<file path="src/rtl/mem_wb_stage.sv">
// ---------------------------------------------------------------------------
// mem_wb_stage
//   MEM -> WB pipeline stage built as a 2-entry in-order buffer. The
//   write-back source is selected when an entry is pushed, so each slot holds
//   only {wb_data, wb_en, wb_dest}. in_ready depends on registered state only.
//   There is no combinational path from out_ready to in_ready.
//
// Ports
//   clock          rising-edge clock
//   reset          asynchronous active-low reset
//   flush          synchronous flush; drops all held entries and any same-cycle push
//   in_valid/in_ready                         upstream handshake
//   in_alu_result, in_mem_data, in_wb_sel     write-back source candidates and select
//   in_wb_en, in_wb_dest                      register write enable / destination
//   out_valid/out_ready                       downstream handshake (head entry)
//   out_wb_data, out_wb_en, out_wb_dest       head entry contents
//   rf_we          register-file write strobe (out_valid & out_ready & out_wb_en)
//   fwd_valid      head entry will write a register (EX forwarding)
//   stall_cnt      saturating count of cycles with out_valid & ~out_ready
// ---------------------------------------------------------------------------
module mem_wb_stage #(
  parameter int DATA_W     = 16,
  parameter int REG_ADDR_W = 3,
  parameter int CNT_W      = 16
) (
  input  logic                  clock,
  input  logic                  reset,
  input  logic                  flush,
  input  logic                  in_valid,
  output logic                  in_ready,
  input  logic [DATA_W-1:0]     in_alu_result,
  input  logic [DATA_W-1:0]     in_mem_data,
  input  logic                  in_wb_en,
  input  logic [REG_ADDR_W-1:0] in_wb_dest,
  input  logic                  in_wb_sel,
  output logic                  out_valid,
  input  logic                  out_ready,
  output logic [DATA_W-1:0]     out_wb_data,
  output logic                  out_wb_en,
  output logic [REG_ADDR_W-1:0] out_wb_dest,
  output logic                  rf_we,
  output logic                  fwd_valid,
  output logic [CNT_W-1:0]      stall_cnt
);

  logic [DATA_W-1:0]     data_q [2];
  logic                  en_q   [2];
  logic [REG_ADDR_W-1:0] dest_q [2];

  logic                  rd_ptr_q;
  logic                  wr_ptr_q;
  logic [1:0]            count_q;     // 0, 1 or 2 entries held
  logic                  live_q;      // set at the first edge after reset release
  logic [CNT_W-1:0]      stall_cnt_q;

  logic                  push;
  logic                  pop;
  logic [DATA_W-1:0]     wb_data_sel;

  // in_ready is held low during reset and until the first clock edge after
  // release. After that it is low only when both slots are occupied.
  assign in_ready    = live_q & ~count_q[1];
  assign out_valid   = (count_q != 2'd0);

  assign push        = in_valid & in_ready;
  assign pop         = out_valid & out_ready;

  assign wb_data_sel = in_wb_sel ? in_mem_data : in_alu_result;

  assign out_wb_data = data_q[rd_ptr_q];
  assign out_wb_en   = en_q[rd_ptr_q];
  assign out_wb_dest = dest_q[rd_ptr_q];

  // A pop in a flush cycle still commits the head write to the register file.
  assign rf_we       = pop & out_wb_en;
  assign fwd_valid   = out_valid & out_wb_en;
  assign stall_cnt   = stall_cnt_q;

  // NOTE: the two storage slots are reset as well as the control state.
  // The head fields must read 0 while reset is low. With only two slots,
  // resetting them adds very little logic.
  always_ff @(posedge clock or negedge reset) begin
    if (!reset) begin
      for (int i = 0; i < 2; i++) begin
        data_q[i] <= '0;
        en_q[i]   <= 1'b0;
        dest_q[i] <= '0;
      end
      rd_ptr_q    <= 1'b0;
      wr_ptr_q    <= 1'b0;
      count_q     <= 2'd0;
      live_q      <= 1'b0;
      stall_cnt_q <= '0;
    end else begin
      live_q <= 1'b1;

      if (flush) begin
        // Flush has priority over push and pop. The pointers return to a known origin.
        rd_ptr_q <= 1'b0;
        wr_ptr_q <= 1'b0;
        count_q  <= 2'd0;
      end else begin
        if (push) begin
          data_q[wr_ptr_q] <= wb_data_sel;
          en_q[wr_ptr_q]   <= in_wb_en;
          dest_q[wr_ptr_q] <= in_wb_dest;
          wr_ptr_q         <= ~wr_ptr_q;
        end
        if (pop) begin
          rd_ptr_q <= ~rd_ptr_q;
        end
        // A push is only possible below 2 entries and a pop only above 0.
        // The 2-bit count therefore never overflows or underflows.
        unique case ({push, pop})
          2'b10:   count_q <= count_q + 2'd1;
          2'b01:   count_q <= count_q - 2'd1;
          default: count_q <= count_q;
        endcase
      end

      // The stall counter records back-pressure history and keeps counting through a flush.
      if (out_valid && !out_ready && (stall_cnt_q != {CNT_W{1'b1}})) begin
        stall_cnt_q <= stall_cnt_q + {{(CNT_W-1){1'b0}}, 1'b1};
      end
    end
  end

endmodule
</file>
<file path="config.mk">
export PLATFORM = sky130hd
export DESIGN_NAME = mem_wb_stage
export DESIGN_NICKNAME = d
export VERILOG_FILES = /design/src/rtl/mem_wb_stage.sv
export SDC_FILE = /design/constraint.sdc
export NUM_CORES = 1
export LEC_CHECK = 0
export ABC_AREA = 0
export CORE_MARGIN = 5
export CORE_UTILIZATION = 48
export DETAILED_ROUTE_END_ITERATION = 6
export PLACE_DENSITY = 0.84
export SLEW_MARGIN = 20
export SYNTH_ARGS = -nofsm -noshare
export SYNTH_HDL_FRONTEND = slang
export SYNTH_SLANG_ARGS = --single-unit
</file>
<file path="constraint.sdc">
create_clock -name clock -period 2 [get_ports clock]
set_input_delay 0.4 -clock clock [delete_from_list [all_inputs] [get_ports clock]]
set_output_delay 0.4 -clock clock [all_outputs]
set_load 0.03 [all_outputs]
</file>
==> qor.csv <==
stage,metric,value,unit
floorplanning,Die ar.,7710,um2
routing,drt drc,0,
worst_setup_path,Reg2Reg Launch Point,stall_cnt[8],
logic_synthesis,"FF+latch count, synth",61,
placement,global placement routability congestion,0.791,
logic_synthesis,Netlist cell types,34,
grt,largest net degree at the start of global routing,62,
logic_synthesis,synthesized area,2900,um2
worst_setup_path,Critical Path AT,1560,ps
placement,hpwl dp,4740,um
logic_synthesis,yosys warns,0,
logic_synthesis,"top cells by area, synth","dfrtp_1, mux2_2, a21oi_1, mux2i_1, nor2_1",
power,switching power,1240,uW
sta,fmax,0.510,GHz
clock_network,CTS root buf,clkbuf_8,
grt,first-pass GRT wire length,11100,um
placement,Area after DPL,3870,um2
cells_and_area,synthesis-to-finish area growth,37.7,%
sta,max-slew violations,0,
power,clock share of power,25.3,%
hold_path,Tightest Hold Check Type,primary input to asynchronous set/reset pin,
cells_and_area,final non-filler cell total,430,
flow_run,Max-Cap Viols,0,
worst_setup_path,critical path data required time,1600,ps
floorplanning,core area,5890,um2
routing,via count,2260,
grt,GRT overflow,0,
clock_network,"CTS clk-pin slew, worst paths",60,ps
sta,Fin Hold WS,63.7,ps
logic_synthesis,Avg Inst Size Synth,11.3,um2
grt,GRT Total Usage,18.8,%
routing,Pre-antenna DRT Iters,4,
cells_and_area,antenna cells,0,
clock_network,clock latency at the later pin of the worst-skew pair,330,ps
logic_synthesis,cell accounting for the most synthesized area,dfrtp_1,
floorplanning,Die H,87.8,um
power,Power Total,3800,uW
placement,placed cell count,414,
worst_setup_path,r2r worst-path depth,5,
cells_and_area,"commonest non-fill, non-tap cell in the layout",dfrtp_1,
sta,Tmin final,1960,ps
logic_synthesis,register area share after synthesis,52.6,%
clock_network,cts bufs inserted,9,
run_status,status,completed,
power,Leakage,0.00181,uW
clock_network,clk buf depth,2,
logic_synthesis,Syn Inst Count,258,
floorplanning,Ports,82,
logic_synthesis,Mapped Nets,301,
sta,final worst setup slack,38.8,ps
floorplanning,initial core utilization,49.3,%
worst_setup_path,FF-to-FF setup slack,260,ps
routing,final WL,6580,um
clock_network,CTS tree,yes,
clock_network,H-tree Lvls,3,
grt,initial antenna violation count,0,
placement,IO Port Bufs,81,
sta,Final Hold Fails,0,
power,Comb pwr share,30.4,%
routing,WL/cell,15.3,um
sta,RSZ-0062 raised after global routing,yes,
power,maximum vdd ir drop,0.781,mV
cells_and_area,Nets,393,
routing,Post-DRT Antenna Nets,0,
cells_and_area,"leading cell types in the layout, fill and taps excluded","dfrtp_1, clkdlybuf4s50_1, nor2_1",
grt,vias in the first global route,2377,
worst_setup_path,Worst setup SP type,register,
sta,final setup violation count,0,
clock_network,"Hold-fix buffers, CTS",0,
logic_synthesis,post-synth top area share,52.6,%
clock_network,CTS Sinks,61,
worst_setup_path,CP max FO,17,
power,sequential power share,44.3,%
placement,Place WS,43.4,ps
floorplanning,FP Rows,28,
sta,clk_skew,9.62,ps
floorplanning,Die X,87.8,um
cells_and_area,cell area after layout,4000,um2
worst_setup_path,WS Path Type,register to output pin,
power,P per Cell Area,949,nW/um2
cells_and_area,share of layout cells above drive strength 1,23.4,%
power,Net Sw Frac,32.6,%
worst_setup_path,reg2reg end,stall_cnt[6],
routing,DR iter-0 viols,92,
sta,Final period util,98.1,%
worst_setup_path,Worst Setup End Kind,output pin,
power,P_int,2560,uW
routing,post-DR vias/cell,5.26,
-- synth_stat cells --
cell,number
a21oi_1,34
a31oi_1,2
and2_1,2
and2b_1,1
and3_1,4
and4_1,2
buf_2,6
buf_4,4
buf_6,1
clkbuf_1,2
conb_1,1
dfrtp_1,61
ha_1,1
mux2_2,28
mux2_4,1
mux2i_1,16
nand2_1,7
nand3_1,3
nand3b_4,1
nand4_1,7
nor2_1,36
nor2_2,1
nor2b_1,3
nor3_1,6
nor3_4,1
nor3b_1,2
nor4_1,3
nor4_2,1
nor4_4,1
o21ai_0,1
o21bai_1,1
or2_2,1
xnor2_1,4
xor2_1,13
-- stage by stage --
step / TNS, ps / util, %
global route: -125 / 67.9
global placement: 0 / 65.8
floorplan: 0 / -
finish: 0 / 67.9
detailed placement: 0 / 65.8
CTS: 0 / 69.0
-- layer usage --
metal,share of wire (%),global-route usage [%],up-vias
met5,0,0,-
met4,1.4,6.28,0
met3,9.9,7.15,12
met2,45,29.3,85
met1,44,24.1,1072
li1,-,-,1091
-- registers in the layout, indices dropped and copies added (netlist names) --
| register | flops |
|---|---|
| data_q | 32 |
| stall_cnt | 16 |
| dest_q | 6 |
| count_q | 2 |
| en_q | 2 |
| live_q | 1 |
| rd_ptr_q | 1 |
| wr_ptr_q | 1 |
-- power groups by stage --
stage | combinational (uW) | clock (uW) | sequential [uW]
4_1_cts | 1210 | 996 | 1680
3_3_place_gp | 1200 | 0 | 1690
6_report | 1150 | 960 | 1680
2_1_floorplan | 674 | 0 | 1740
3_5_place_dp | 1230 | 0 | 1700
5_1_grt | 1260 | 1060 | 1730
-- cell type report --
type	count	area [um2]
Clock buffer	15	166
Clock inverter	1	5.00
Fill cell	464	1890
Multi-Input combinational cell	184	1300
Sequential cell	61	1530
Tap cell	75	93.8
Timing Repair Buffer	94	902
-- critical path, cell delays in order (launching register included) --
cell,delay (ps)
dfrtp_1,420
buf_12,180
mux2_2,350
clkdlybuf4s15_2,280
-- timing repair --
action / in CTS / in global routing
pin swaps: 0 / 1
buffers inserted: 0 / 0
resized for setup: 60 / 23
endpoints found under the setup margin: 22 / 25
-- cells by family (layout without fill, tap and decap cells) --
| kind of cell | Yosys count | after routing | synth area share, % |
|---|---|---|---|
| adders and majority gates | 1 | 1 | 0.431 |
| xor gates and xnor gates | 17 | 17 | 5.13 |
| and+or+nand+nor | 82 | 82 | 15.4 |
| muxes | 45 | 45 | 16.9 |
| other | 1 | 1 | 0.129 |
| AOI/OAI and AO/OA | 38 | 38 | 6.72 |
| DFF | 61 | 61 | 52.6 |
| buffers and inverters | 13 | 110 | 2.71 |
-- worst max path at each step --
| stage | startpoint | to | slack (ps) | cells past startpoint |
|---|---|---|---|---|
| 2_1_floorplan | stall_cnt[0] | stall_cnt[13] | 220 | 6 |
| 3_3_place_gp | in_valid | dest_q[1] | 70 | 5 |
| 3_5_place_dp | in_valid | dest_q[0] | 40 | 5 |
| 4_1_cts | rd_ptr_q | fwd_valid | 5 | 3 |
| 5_1_grt | rd_ptr_q | out_wb_data[2] | -20 | 3 |
| 6_report | rd_ptr_q | out_wb_data[7] | 40 | 3 |
Note: power is estimated with default switching activity, not from simulation.
